`src/rtl/note_lane_scheduler.sv`:
```
// note_lane_scheduler
//   Upstream feeder for the VGA note renderer. Pulls 4-bit note-chart words
//   (one bit per lane) and turns each set bit into a falling note held in a
//   per-lane slot pool. Every frame all live notes move down and notes that
//   leave the screen are retired. For the scanned pixel (x,y) it reports, one
//   cycle later, which lanes' note colour should be drawn.
//
// Ports
//   clk          in   1   system clock
//   reset        in   1   asynchronous, active-high reset
//   start        in   1   1-cycle pulse, IDLE -> RUN
//   frame_tick   in   1   1-cycle pulse per video frame
//   chart_valid  in   1   chart_notes is valid
//   chart_notes  in   4   bit i = note in lane i
//   chart_last   in   1   qualifies the final chart word
//   chart_ready  out  1   1-cycle accept pulse for the chart word
//   x            in   10  scan x
//   y            in   9   scan y
//   lane_hit     out  4   bit i = (x,y) inside a live lane-i note (1-cycle latency)
//   miss         out  4   1-cycle pulse: a lane-i note retired off the screen
//   overflow     out  1   sticky: a spawn was dropped because its lane was full
//   live_count   out  5   number of live notes over all lanes
//   done         out  1   chart exhausted and no live notes
module note_lane_scheduler #(
  parameter int SLOTS        = 4,
  parameter int SPAWN_FRAMES = 120,
  parameter int NOTE_SPEED   = 1,
  parameter int NOTE_WIDTH   = 50,
  parameter int LANE_X0      = 170,
  parameter int LANE_PITCH   = 100,
  parameter int VIDEO_HEIGHT = 480
) (
  input  logic       clk,
  input  logic       reset,
  input  logic       start,
  input  logic       frame_tick,
  input  logic       chart_valid,
  input  logic [3:0] chart_notes,
  input  logic       chart_last,
  output logic       chart_ready,
  input  logic [9:0] x,
  input  logic [8:0] y,
  output logic [3:0] lane_hit,
  output logic [3:0] miss,
  output logic       overflow,
  output logic [4:0] live_count,
  output logic       done
);

  localparam int LANES = 4;
  localparam int CNT_W = (SPAWN_FRAMES > 1) ? $clog2(SPAWN_FRAMES) : 1;

  typedef enum logic [2:0] {
    S_IDLE,
    S_RUN,
    S_FETCH,
    S_DRAIN,
    S_DONE
  } state_t;

  state_t                                state, state_nxt;
  logic [CNT_W-1:0]                      frame_cnt, frame_cnt_nxt;
  logic [LANES-1:0][SLOTS-1:0]           slot_valid, valid_nxt;
  logic [LANES-1:0][SLOTS-1:0][9:0]      slot_pos, pos_nxt;
  logic [3:0]                            retire;
  logic                                  drop;
  logic [3:0]                            hit_nxt;
  logic [4:0]                            count_nxt;
  logic                                  move_en;
  logic                                  spawn_en;

  // Control FSM. The frame counter only advances in RUN; the wrap tick opens
  // a one-cycle FETCH window in which the chart word is accepted (or skipped).
  // DRAIN leaves as soon as no slot is valid, so done rises in the same cycle
  // that the registered live_count reaches zero.
  always_comb begin
    state_nxt     = state;
    frame_cnt_nxt = frame_cnt;
    chart_ready   = 1'b0;
    case (state)
      S_IDLE: begin
        if (start) begin
          state_nxt     = S_RUN;
          frame_cnt_nxt = '0;
        end
      end
      S_RUN: begin
        if (frame_tick) begin
          if (frame_cnt == CNT_W'(SPAWN_FRAMES - 1)) begin
            frame_cnt_nxt = '0;
            state_nxt     = S_FETCH;
          end else begin
            frame_cnt_nxt = frame_cnt + CNT_W'(1);
          end
        end
      end
      S_FETCH: begin
        if (chart_valid) begin
          chart_ready = 1'b1;
          state_nxt   = chart_last ? S_DRAIN : S_RUN;
        end else begin
          state_nxt = S_RUN;
        end
      end
      S_DRAIN: begin
        if (slot_valid == '0) begin
          state_nxt = S_DONE;
        end
      end
      S_DONE: begin
        state_nxt = S_DONE;
      end
      default: begin
        state_nxt = S_IDLE;
      end
    endcase
  end

  assign done     = (state == S_DONE);
  assign move_en  = frame_tick && (state != S_IDLE);
  assign spawn_en = chart_ready;

  // Slot update. Moves and spawns look at the current valid bits, so a note
  // spawned this cycle is never moved, and a slot retiring this cycle is
  // still seen as occupied by the spawn search.
  always_comb begin
    logic [10:0] sum;
    logic        found;
    valid_nxt = slot_valid;
    pos_nxt   = slot_pos;
    retire    = '0;
    drop      = 1'b0;
    sum       = '0;
    found     = 1'b0;
    for (int l = 0; l < LANES; l++) begin
      for (int s = 0; s < SLOTS; s++) begin
        sum = {1'b0, slot_pos[l][s]} + 11'(NOTE_SPEED);
        if (move_en && slot_valid[l][s]) begin
          if (sum >= 11'(VIDEO_HEIGHT)) begin
            valid_nxt[l][s] = 1'b0;
            retire[l]       = 1'b1;
          end else begin
            pos_nxt[l][s] = sum[9:0];
          end
        end
      end
      if (spawn_en && chart_notes[l]) begin
        found = 1'b0;
        for (int s = 0; s < SLOTS; s++) begin
          if (!found && !slot_valid[l][s]) begin
            valid_nxt[l][s] = 1'b1;
            pos_nxt[l][s]   = '0;
            found           = 1'b1;
          end
        end
        if (!found) begin
          drop = 1'b1;
        end
      end
    end
  end

  // Pixel hit test against every live note, done in 11 bits so the lower
  // edge of a note near the bottom never wraps back to the top.
  always_comb begin
    logic [10:0] x11;
    logic [10:0] y11;
    logic [10:0] lane_lo;
    logic [10:0] p11;
    hit_nxt = '0;
    x11     = {1'b0, x};
    y11     = {2'b0, y};
    lane_lo = '0;
    p11     = '0;
    for (int l = 0; l < LANES; l++) begin
      lane_lo = 11'(LANE_X0 + l * LANE_PITCH);
      for (int s = 0; s < SLOTS; s++) begin
        p11 = {1'b0, slot_pos[l][s]};
        if (slot_valid[l][s] &&
            (x11 >= lane_lo) && (x11 < lane_lo + 11'(NOTE_WIDTH)) &&
            (y11 >= p11) && (y11 < p11 + 11'(NOTE_WIDTH))) begin
          hit_nxt[l] = 1'b1;
        end
      end
    end
  end

  // Popcount of the current valid bits; registered, so live_count trails
  // the slot change by one cycle.
  always_comb begin
    count_nxt = '0;
    for (int l = 0; l < LANES; l++) begin
      for (int s = 0; s < SLOTS; s++) begin
        count_nxt = count_nxt + 5'(slot_valid[l][s]);
      end
    end
  end

  // State and output registers. Reset discards notes silently: miss is
  // cleared along with everything else.
  always_ff @(posedge clk or posedge reset) begin
    if (reset) begin
      state      <= S_IDLE;
      frame_cnt  <= '0;
      slot_valid <= '0;
      slot_pos   <= '0;
      lane_hit   <= '0;
      miss       <= '0;
      overflow   <= 1'b0;
      live_count <= '0;
    end else begin
      state      <= state_nxt;
      frame_cnt  <= frame_cnt_nxt;
      slot_valid <= valid_nxt;
      slot_pos   <= pos_nxt;
      lane_hit   <= hit_nxt;
      miss       <= retire;
      overflow   <= overflow | drop;
      live_count <= count_nxt;
    end
  end

endmodule

```
`config.mk`:
```
export PLATFORM = sky130hd
export DESIGN_NAME = note_lane_scheduler
export DESIGN_NICKNAME = d
export VERILOG_FILES = /design/src/rtl/note_lane_scheduler.sv
export SDC_FILE = /design/constraint.sdc
export NUM_CORES = 1
export LEC_CHECK = 0
export ABC_AREA = 1
export CORE_MARGIN = 2
export CORE_UTILIZATION = 55
export CTS_CLUSTER_SIZE = 16
export DETAILED_ROUTE_END_ITERATION = 7
export GPL_ROUTABILITY_DRIVEN = 0
export PLACE_DENSITY = 0.76
export SLEW_MARGIN = 20
export SYNTH_ARGS = -nofsm -noshare
export SYNTH_HDL_FRONTEND = slang
export SYNTH_SLANG_ARGS = --single-unit
```
`constraint.sdc`:
```
create_clock -name clk -period 9.5 [get_ports clk]
set_input_delay 1.425 -clock clk [delete_from_list [all_inputs] [get_ports clk]]
set_output_delay 1.425 -clock clk [all_outputs]
set_load 0.03 [all_outputs]
```
==> out/summary.txt, run 1 <==
vias per cell = 5.52
hold crit path type = reg2reg
I/O pin count = 45
Mean Syn Cell Area = 6.68 um^2
PortBufs = 43
core footprint = 37800 um^2
CTS tree = yes
worst path bufs/invs = 3
Synth Instances = 3170
fin. max-slew vios = 0
Worst-Margin Slew = 1.17 ns
DRT iter0 DRCs = 1431
hpwl dp = 41100 um
Fmax = 229 MHz
delay-heaviest family, CP = buffers and inverters
crit-path cells = clkdlybuf4s50_1 > nand4_1 > inv_2 > clkdlybuf4s50_1
cell depth of the worst flop-to-flop path = 10
DR DRC count = 0
ys flop type = dfrtp_1
Post-synth EDFFs = 0
CTS Hold Bufs = 0
WP depth = 4
layout cells sized above 1 = 5.23%
CTS Sinks = 200
RSZ-0062 raised after global routing = false
root buffer cell = clkbuf_16
WL/cell = 14.8 um
initial antenna violation count = 1
Initial Util = 56.1%
Crit Path Max Fanout = 5
Critical-path top delay cell = clkdlybuf4s50_1
Pleak = 12.8 nW
syn_nets = 3522
vias in the first global route = 20000
post-CTS setup buffer count = 0
Seq/Total Area, Yosys = 23.6%
Setup crit end kind = output pin
Area contributors post-synth = dfrtp_1 (24%), ha_1 (18%), nand2_1 (16%)
row count = 71
via count = 20700
Die Wd = 200 um
status = finished clean
H-tree levels = 4
final hold vios = 0
cell taking the most area after synthesis = dfrtp_1
Worst EP required = 8.08 ns
Layout Nets = 3568
r2r setup slk = 5.78 ns
Pwr Density = 281 nW/um^2
most frequent CP cell = clkdlybuf4s50_1
die area = 40100 um^2
Yosys top cell area share = 23.6%
final wirelength = 55400 um
Worst EP arrival = 2.94 ns
Final Util = 60.3%
Layout fillers = 3453
Congestion Overflow GR = 0
Post-synth ARST share = 100%
Routed Antenna Nets = 0
Setup violations, final = 0
overall global routing resource usage = 27.7%
Netlist cell types = 44
worst vdd ir = 0.248 mV
clock latency on the worst-skew pair = 0.47 ns
Rel. slew slack = 22.2%
TritonCTS buffer count = 17
Setup Crit Path Kind = in2out
max_cap viols = 0
post_cts resized = 0
first-pass iteration count of the detailed router = 5
fin crit share = 46.0%
minimum clock period = 4.37 ns
Crit path largest cell delay = 0.71 ns
Clk pin slew, worst setup/hold paths = 0.07 ns
Syn Std Cell Area = 21200 um^2
Synthesis Warnings = 0
pin count of the biggest net entering global routing = 132
Die Span Y = 200 um
Worst setup SP type = input port
Yosys reg bits = 200
Final Skew = 0.00855 ns
first-pass GRT wire length = 93000 um
clock buffer depth = 2
setup TNS = 0 ns
hold path depth = 2
Area growth syn-to-layout = 7.46%
## through the flow
step                instance area, um^2  worst slack, ns  hold slack [ns]  total power [mW]  std cells
global placement                  22100             5.18            0.510              5.33       3708
floorplan                         21200             2.62            0.485              4.56       3170
finish                            22800             5.13            0.542              6.40       3741
global route                      22800             5.04            0.570              7.12       3741
CTS                               22800             5.14            0.549              6.37       3740
detailed placement                22100             5.14            0.531              5.53       3708
## worst register-to-register path: stages, from the launching register on
cell and delay (ns):
dfrtp_1 0.41, inv_1 0.19, fa_1 0.66, fa_1 0.48, fa_1 0.54, fa_1 0.40
inv_1 0.07, ha_1 0.16, inv_1 0.06, fa_1 0.40, xnor2_1 0.26
## layout make-up
cell class              instances  area, um^2  share of cell area [%]
well taps                     511         639                    2.81
diodes                          1        2.50                  0.0110
inverters                     457        1720                    7.57
flip-flops and latches        200        5000                    22.0
clock inverters                13         193                   0.846
repair buffers                 49         438                    1.92
clock buffers                  19         443                    1.95
multi-input cells            2491       14300                    62.9
## routing by layer
layer	global-route usage (%)	wire length (um)	up-vias
met5	0	0	-
li1	-	-	10400
met1	35.1	24400	9546
met3	3.79	3170	124
met4	10.6	1760	0
met2	48.0	26000	603
## power breakdown
| part | leakage [nW] | internal, mW | switching, mW |
|---|---|---|---|
| clock | 0.293 | 0.451 | 0.364 |
| sequential | 2.29 | 1.13 | 0.385 |
| combinational | 10.2 | 1.51 | 2.56 |
| total | 12.8 | 3.09 | 3.31 |
## state kept, by name, summed over array words and instances (netlist names)
name        flops
miss            4
slot_valid     16
state           3
live_count      5
overflow        1
frame_cnt       7
lane_hit        4
slot_pos      160
## final timing paths
check / to / start
worst max-delay path: chart_ready / chart_valid
worst max register to register: live_count[2]$_DFF_PP0_ / slot_valid[0]$_DFF_PP0_
worst min-delay path: slot_pos[29]$_DFF_PP0_ / slot_pos[29]$_DFF_PP0_
min in group asynchronous: miss[0]$_DFF_PP0_ / reset
max in group asynchronous: slot_pos[133]$_DFF_PP0_ / reset
worst min register to register: slot_pos[29]$_DFF_PP0_ / slot_pos[29]$_DFF_PP0_
## placed cells by master, fill, tap and decap left out, types with 14 or more instances in the layout
cell	instances
inv_2	34
xor2_1	78
xnor2_1	14
inv_1	421
nand3_2	14
nand3_1	161
ha_1	313
o21a_1	19
nand2_1	887
nand4_1	91
nor3_1	26
o211ai_1	16
clkbuf_16	17
nand2_2	17
o21ai_0	100
nor2_1	395
dfrtp_1	200
nor2_2	29
o21ai_1	23
a21oi_1	234
clkdlybuf4s50_1	35
## Yosys cell counts (11+ instances only)
cell type  instances
nand2_1          887
inv_1            422
nor2_1           395
ha_1             313
a21oi_1          234
dfrtp_1          200
nand3_1          161
o21ai_0          100
nand4_1           91
xor2_1            78
inv_2             34
nor2_2            29
nor3_1            26
o21ai_1           23
o21a_1            19
nand2_2           17
o211ai_1          16
nand3_2           14
xnor2_1           14
a22oi_1           11
## kinds of logic after synthesis
group / share of synthesized area [%]
AOI/OAI and AO/OA: 11.2
xor gates and xnor gates: 3.80
adders and majority gates: 19.4
buffers and inverters: 8.77
DFF: 23.6
and+or+nand+nor: 33.1
Power figures use the tool's default switching activity.
==> run 2, diff against run 1 <==
clock period = 4.45 ns   (was 9.5 ns; I/O delays follow)
==> run 2 against run 1 <==
Setup slack worse by 4.2 ns. Critical endpoint is now live_count[4]$_DFF_PP0_. Largest power group unchanged. Largest cell class unchanged. Wire length rose by 0.65%. Sequential cell count unchanged.
==> out/summary.txt, run 2 (synthesized netlist as in run 1, its figures left out) <==
crit-path cells = inv_1 > fa_1 > fa_1 > fa_1 > fa_1 > inv_1 > ha_1 > inv_1 > fa_1 > nor2_1 > o21a_1 (was clkdlybuf4s50_1 > nand4_1 > inv_2 > clkdlybuf4s50_1)
H-tree levels = 4 (unchanged)
cell depth of the worst flop-to-flop path = 11 (was 10)
row count = 71 (unchanged)
Setup violations, final = 0 (unchanged)
Layout Nets = 3573 (was 3568)
Crit path largest cell delay = 0.54 ns (was 0.71 ns)
GRT busiest layer = met2 (unchanged)
post-CTS setup buffer count = 0 (unchanged)
vias in the first global route = 19800 (was 20000)
Critical-path top delay cell = fa_1 (was clkdlybuf4s50_1)
via count = 20700 (about the same)
Setup Crit Path Kind = reg2reg (was in2out)
Area growth syn-to-layout = 7.50% (was 7.46%)
worst setup path end = live_count[4]$_DFF_PP0_ (was chart_ready)
minimum clock period = 3.55 ns
RR Endpoint = live_count[4]$_DFF_PP0_ (was live_count[2]$_DFF_PP0_)
initial antenna violation count = 1 (unchanged)
Clk pin slew, worst setup/hold paths = 0.08 ns (was 0.07 ns)
fin crit share = 79.8%
Layout fillers = 3541 (was 3453)
most flop-heavy register = slot_pos (unchanged)
Routed Antenna Nets = 0 (unchanged)
worst vdd ir = 0.322 mV (was 0.248 mV)
CP Launch Point = slot_valid[0]$_DFF_PP0_ (was chart_valid)
CTS Sinks = 200 (unchanged)
Worst-Margin Slew = 1.18 ns (was 1.17 ns)
met1 Track Usage GR = 36.1% (was 35.1%)
Fmax = 281 MHz
first-pass GRT wire length = 92900 um (was 93000 um)
final wirelength = 55800 um (was 55400 um)
TritonCTS buffer count = 17 (unchanged)
biggest regs = slot_pos (160), slot_valid (16), frame_cnt (7) (unchanged)
clock latency on the worst-skew pair = 0.46 ns (was 0.47 ns)
fin. max-slew vios = 0 (unchanged)
commonest non-fill, non-tap cell in the layout = nand2_1 (unchanged)
grt met3 use = 3.04% (was 3.79%)
Initial Util = 56.1% (unchanged)
Worst EP required = 4.85 ns (was 8.08 ns)
CTS tree = yes (unchanged)
die area = 40100 um^2 (unchanged)
Worst EP arrival = 3.95 ns (was 2.94 ns)
final hold vios = 0 (unchanged)
Final Skew = 0.0154 ns (was 0.00855 ns)
Largest register FFs = 160 (unchanged)
pin count of the biggest net entering global routing = 150 (was 132)
DR DRC count = 0 (unchanged)
r2r setup slk = 0.90 ns (was 5.78 ns)
Final Util = 60.3% (about the same)
Congestion Overflow GR = 0 (unchanged)
most frequent cells in the layout = nand2_1 (887), inv_1 (421), nor2_1 (395) (unchanged)
Setup crit end kind = flip-flop (was output pin)
CTS Hold Bufs = 0 (unchanged)
worst r2r src = slot_valid[0]$_DFF_PP0_ (unchanged)
Worst setup SP type = flip-flop (was input port)
most frequent CP cell = fa_1 (was clkdlybuf4s50_1)
hpwl dp = 41900 um (was 41100 um)
vias per cell = 5.53 (was 5.52)
first-pass iteration count of the detailed router = 7 (was 5)
DRT iter0 DRCs = 1389 (was 1431)
Pleak = 12.8 nW (about the same)
post_cts resized = 0 (unchanged)
Die Span Y = 200 um (unchanged)
status = finished clean (unchanged)
hold crit path type = reg2reg (unchanged)
core footprint = 37800 um^2 (unchanged)
clock buffer depth = 2 (unchanged)
routing usage on met2 = 47.7% (was 48.0%)
Crit Path Max Fanout = 6 (was 5)
I/O pin count = 45 (unchanged)
Pwr Density = 591 nW/um^2 (was 281 nW/um^2)
max_cap viols = 0 (unchanged)
root buffer cell = clkbuf_16 (unchanged)
Rel. slew slack = 21.5% (was 22.2%)
PortBufs = 43 (unchanged)
RSZ-0062 raised after global routing = false (unchanged)
layout cells sized above 1 = 5.41% (was 5.23%)
setup TNS = 0 ns (unchanged)
WL/cell = 14.9 um (was 14.8 um)
overall global routing resource usage = 27.7% (about the same)
Die Wd = 200 um (unchanged)
==> run 2: cell types whose count changed in the layout (fill, tap and decap cells not counted), sizes merged <==
| cell | delta |
|---|---|
| buf | +5 |
| bufinv | -2 |
| clkbuf | -1 |
| clkinv | +5 |
| clkinvlp | -3 |
| inv | +1 |
==> run 2: worst min-delay path by stage <==
stage / start / endpoint / slack [ns] / depth (start not counted)
2_1_floorplan: slot_pos[29]$_DFF_PP0_ / slot_pos[29]$_DFF_PP0_ / 0.49 / 2
3_3_place_gp: slot_pos[29]$_DFF_PP0_ / slot_pos[29]$_DFF_PP0_ / 0.50 / 2
3_5_place_dp: slot_pos[29]$_DFF_PP0_ / slot_pos[29]$_DFF_PP0_ / 0.51 / 2
4_1_cts: slot_pos[29]$_DFF_PP0_ / slot_pos[29]$_DFF_PP0_ / 0.53 / 2
5_1_grt: slot_pos[29]$_DFF_PP0_ / slot_pos[29]$_DFF_PP0_ / 0.57 / 2
6_report: slot_pos[29]$_DFF_PP0_ / slot_pos[29]$_DFF_PP0_ / 0.52 / 2
==> run 2: worst max-delay path, delay by kind of cell, from the launching register on <==
family | cells | cell delay [ns]
adders and majority gates | 6 | 2.49
DFF | 1 | 0.41
buffers and inverters | 3 | 0.36
and+or+nand+nor | 1 | 0.12
AOI/OAI and AO/OA | 1 | 0.12
==> run 2: final cells by class <==
type	instances	area, um^2	share of cell area (%)
Tap cell	511	639	2.81
Inverter	457	1720	7.55
Sequential cell	200	5000	22.0
Timing Repair Buffer	54	485	2.13
Multi-Input combinational cell	2491	14300	62.9
Antenna cell	1	2.50	0.0110
Clock inverter	14	161	0.709
Clock buffer	18	439	1.93
==> run 2: power by group <==
| part | total, mW | internal [mW] | switching (mW) | leakage (nW) |
|---|---|---|---|---|
| clock | 1.64 | 0.859 | 0.786 | 0.295 |
| combinational | 8.60 | 3.21 | 5.40 | 10.2 |
| sequential | 3.21 | 2.40 | 0.806 | 2.29 |
==> run 2: metrics by stage <==
stage | power (mW) | instance area (um^2) | setup WS, ns | hold WS (ns) | std cells
2_1_floorplan | 9.73 | 21200 | 1.14 | 0.485 | 3170
3_3_place_gp | 11.3 | 22200 | 0.957 | 0.503 | 3713
3_5_place_dp | 11.7 | 22200 | 0.927 | 0.509 | 3713
4_1_cts | 13.4 | 22800 | 0.908 | 0.527 | 3745
5_1_grt | 15.0 | 22800 | 0.735 | 0.566 | 3745
6_report | 13.5 | 22800 | 0.898 | 0.525 | 3746
==> run 2: routing by layer <==
| layer | up-vias | part of all wire [%] |
|---|---|---|
| met5 | - | 0 |
| met4 | 0 | 2.8 |
| met3 | 90 | 5.8 |
| met2 | 598 | 47 |
| met1 | 9630 | 44 |
| li1 | 10400 | - |
==> run 3, diff against run 2 <==
PLACE_DENSITY = 0.79   (was 0.76)
clock period = 3.25 ns   (was 4.45 ns; I/O delays follow)
==> run 3 against run 2 <==
The flow now finishes with violations (setup timing). Fmax up 6.0%. Global-route usage up 0.80 points. Register-to-register slack worse by 1.0 ns. Sequential cell count unchanged. Largest cell class unchanged.
==> out/summary.txt, run 3 (synthesized netlist as in run 1, its figures left out) <==
status = complete, but fails checks (was finished clean)
violated checks = setup timing
clock buffer depth = 2 (unchanged)
row count = 71 (unchanged)
DR DRC count = 0 (unchanged)
most frequent CP cell = fa_1 (unchanged)
total power = 18.9 mW (was 13.5 mW)
Critical-path top delay cell = fa_1 (unchanged)
fin crit share = 103% (was 79.8%)
overall global routing resource usage = 28.5% (was 27.7%)
Worst Hold Launch = frame_cnt[5]$_DFFE_PP0P_ (was slot_pos[29]$_DFF_PP0_)
Pleak = 13.0 nW (was 12.8 nW)
TritonCTS buffer count = 17 (unchanged)
Die Span Y = 200 um (unchanged)
Largest register FFs = 160 (unchanged)
worst r2r src = slot_valid[0]$_DFF_PP0_ (unchanged)
pin count of the biggest net entering global routing = 53 (was 150)
crit-path cells = inv_2 > fa_1 > fa_1 > fa_1 > fa_1 > inv_1 > ha_2 > inv_2 > fa_2 > inv_1 (was inv_1 > fa_1 > fa_1 > fa_1 > fa_1 > inv_1 > ha_1 > inv_1 > fa_1 > nor2_1 > o21a_1)
Initial Util = 56.1% (unchanged)
Worst setup SP type = flip-flop (unchanged)
biggest regs = slot_pos (160), slot_valid (16), frame_cnt (7) (unchanged)
placed cells = 3743 (was 3713)
first-pass GRT wire length = 95800 um (was 92900 um)
first-pass iteration count of the detailed router = 6 (was 7)
Layout Cells excl Fill = 3778 (was 3746)
Final Cell Area = 23100 um^2 (was 22800 um^2)
RR Endpoint = live_count[1]$_DFF_PP0_ (was live_count[4]$_DFF_PP0_)
commonest non-fill, non-tap cell in the layout = nand2_1 (unchanged)
Routed Antenna Nets = 0 (unchanged)
ant diodes = 0 (was 1)
Placed Area = 22500 um^2 (was 22200 um^2)
r2r setup slk = -0.10 ns (was 0.90 ns)
hold path depth = 2 (unchanged)
worst path bufs/invs = 4 (was 3)
H-tree levels = 4 (unchanged)
worst vdd ir = 0.535 mV (was 0.322 mV)
Crit Path Max Fanout = 2 (was 6)
clock latency on the worst-skew pair = 0.48 ns (was 0.46 ns)
worst slack, placed = -0.0972 ns (was 0.927 ns)
setup TNS = -0.281 ns (was 0 ns)
via count = 21000 (was 20700)
Rel. slew slack = 37.1% (was 21.5%)
Area growth syn-to-layout = 9.05% (was 7.50%)
final wirelength = 56800 um (was 55800 um)
Layout Nets = 3606 (was 3573)
PortBufs = 43 (unchanged)
die area = 40100 um^2 (unchanged)
Worst EP arrival = 3.72 ns (was 3.95 ns)
core footprint = 37800 um^2 (unchanged)
vias per cell = 5.55 (was 5.53)
Die Wd = 200 um (unchanged)
WL/cell = 15.0 um (was 14.9 um)
Final WS setup = -0.103 ns (was 0.898 ns)
most flop-heavy register = slot_pos (unchanged)
initial antenna violation count = 0 (was 1)
Crit path largest cell delay = 0.58 ns (was 0.54 ns)
Final Skew = 0.0107 ns (was 0.0154 ns)
Hold Path End = frame_cnt[5]$_DFFE_PP0P_ (was slot_pos[29]$_DFF_PP0_)
Setup crit end kind = flip-flop (unchanged)
Worst-Margin Slew = 0.941 ns (was 1.18 ns)
most frequent cells in the layout = nand2_1 (887), inv_1 (418), nor2_1 (395) (was nand2_1 (887), inv_1 (421), nor2_1 (395))
root buffer cell = clkbuf_16 (unchanged)
delay-heaviest family, CP = adder cells (unchanged)
max_cap viols = 0 (unchanged)
Pwr Density = 817 nW/um^2 (was 591 nW/um^2)
Worst EP required = 3.62 ns (was 4.85 ns)
RSZ-0062 raised after global routing = true (was false)
minimum clock period = 3.35 ns (was 3.55 ns)
DRT iter0 DRCs = 1459 (was 1389)
layout cells sized above 1 = 6.55% (was 5.41%)
Fmax = 298 MHz (was 281 MHz)
CTS tree = yes (unchanged)
Setup violations, final = 4 (was 0)
hpwl dp = 44500 um (was 41900 um)
final hold vios = 0 (unchanged)
CTS Sinks = 200 (unchanged)
fin. max-slew vios = 0 (unchanged)
Setup Crit Path Kind = reg2reg (unchanged)
Congestion Overflow GR = 0 (unchanged)
vias in the first global route = 20300 (was 19800)
I/O pin count = 45 (unchanged)
Clk pin slew, worst setup/hold paths = 0.08 ns (about the same)
hold crit path type = reg2reg (unchanged)
cell depth of the worst flop-to-flop path = 10 (was 11)
-- run 3: final cells by class --
type,instances,area (um^2)
repair buffers,87,833
clock buffers,18,439
well taps,511,639
clock inverters,14,135
fillers,3450,14700
inverters,457,1720
flip-flops and latches,200,5000
multi-input cells,2491,14300
-- run 3: routing by layer --
metal,up-vias,GRT usage (%),part of all wire (%)
met5,-,0,0
met4,0,10.2,3.2
met3,141,4.43,5.2
met2,600,49.9,48
met1,9755,35.6,44
li1,10500,-,-
-- run 3: worst register-to-register path, delay by kind of cell, from the launching register on --
| family | cells | cell delay [ns] |
|---|---|---|
| DFF | 1 | 0.37 |
| adders and majority gates | 6 | 2.66 |
| buffers and inverters | 4 | 0.21 |
-- run 3: power breakdown --
| part | total (mW) | switching, mW | internal, mW | leakage, nW |
|---|---|---|---|---|
| Combinational | 12.3 | 7.65 | 4.66 | 10.4 |
| Clock | 2.20 | 1.10 | 1.10 | 0.287 |
| Sequential | 4.37 | 1.08 | 3.29 | 2.29 |
-- run 3: worst max path at each step --
stage | start | end | cells after the start
after floorplan | slot_valid[1]$_DFF_PP0_ | live_count[3]$_DFF_PP0_ | 11
after global placement | slot_valid[11]$_DFF_PP0_ | live_count[1]$_DFF_PP0_ | 10
after detailed placement | slot_valid[11]$_DFF_PP0_ | live_count[1]$_DFF_PP0_ | 10
after CTS | slot_valid[5]$_DFF_PP0_ | live_count[4]$_DFF_PP0_ | 11
after global routing | slot_valid[0]$_DFF_PP0_ | live_count[1]$_DFF_PP0_ | 10
final | slot_valid[0]$_DFF_PP0_ | live_count[1]$_DFF_PP0_ | 10
-- run 3: metrics by stage --
step	hold WS [ns]	utilization, %
6_report	0.542	61.2
5_1_grt	0.568	61.2
4_1_cts	0.543	61.2
3_5_place_dp	0.526	59.6
3_3_place_gp	0.508	59.6
2_1_floorplan	0.485	-
-- run 3: repair_timing --
action | CTS | global route
gates resized for setup | 2 | 2
endpoints found under the setup margin | 4 | 4
gates cloned | 0 | 0
setup buffers | 2 | 1
hold buffers | 0 | 0
pin swaps | 1 | 2
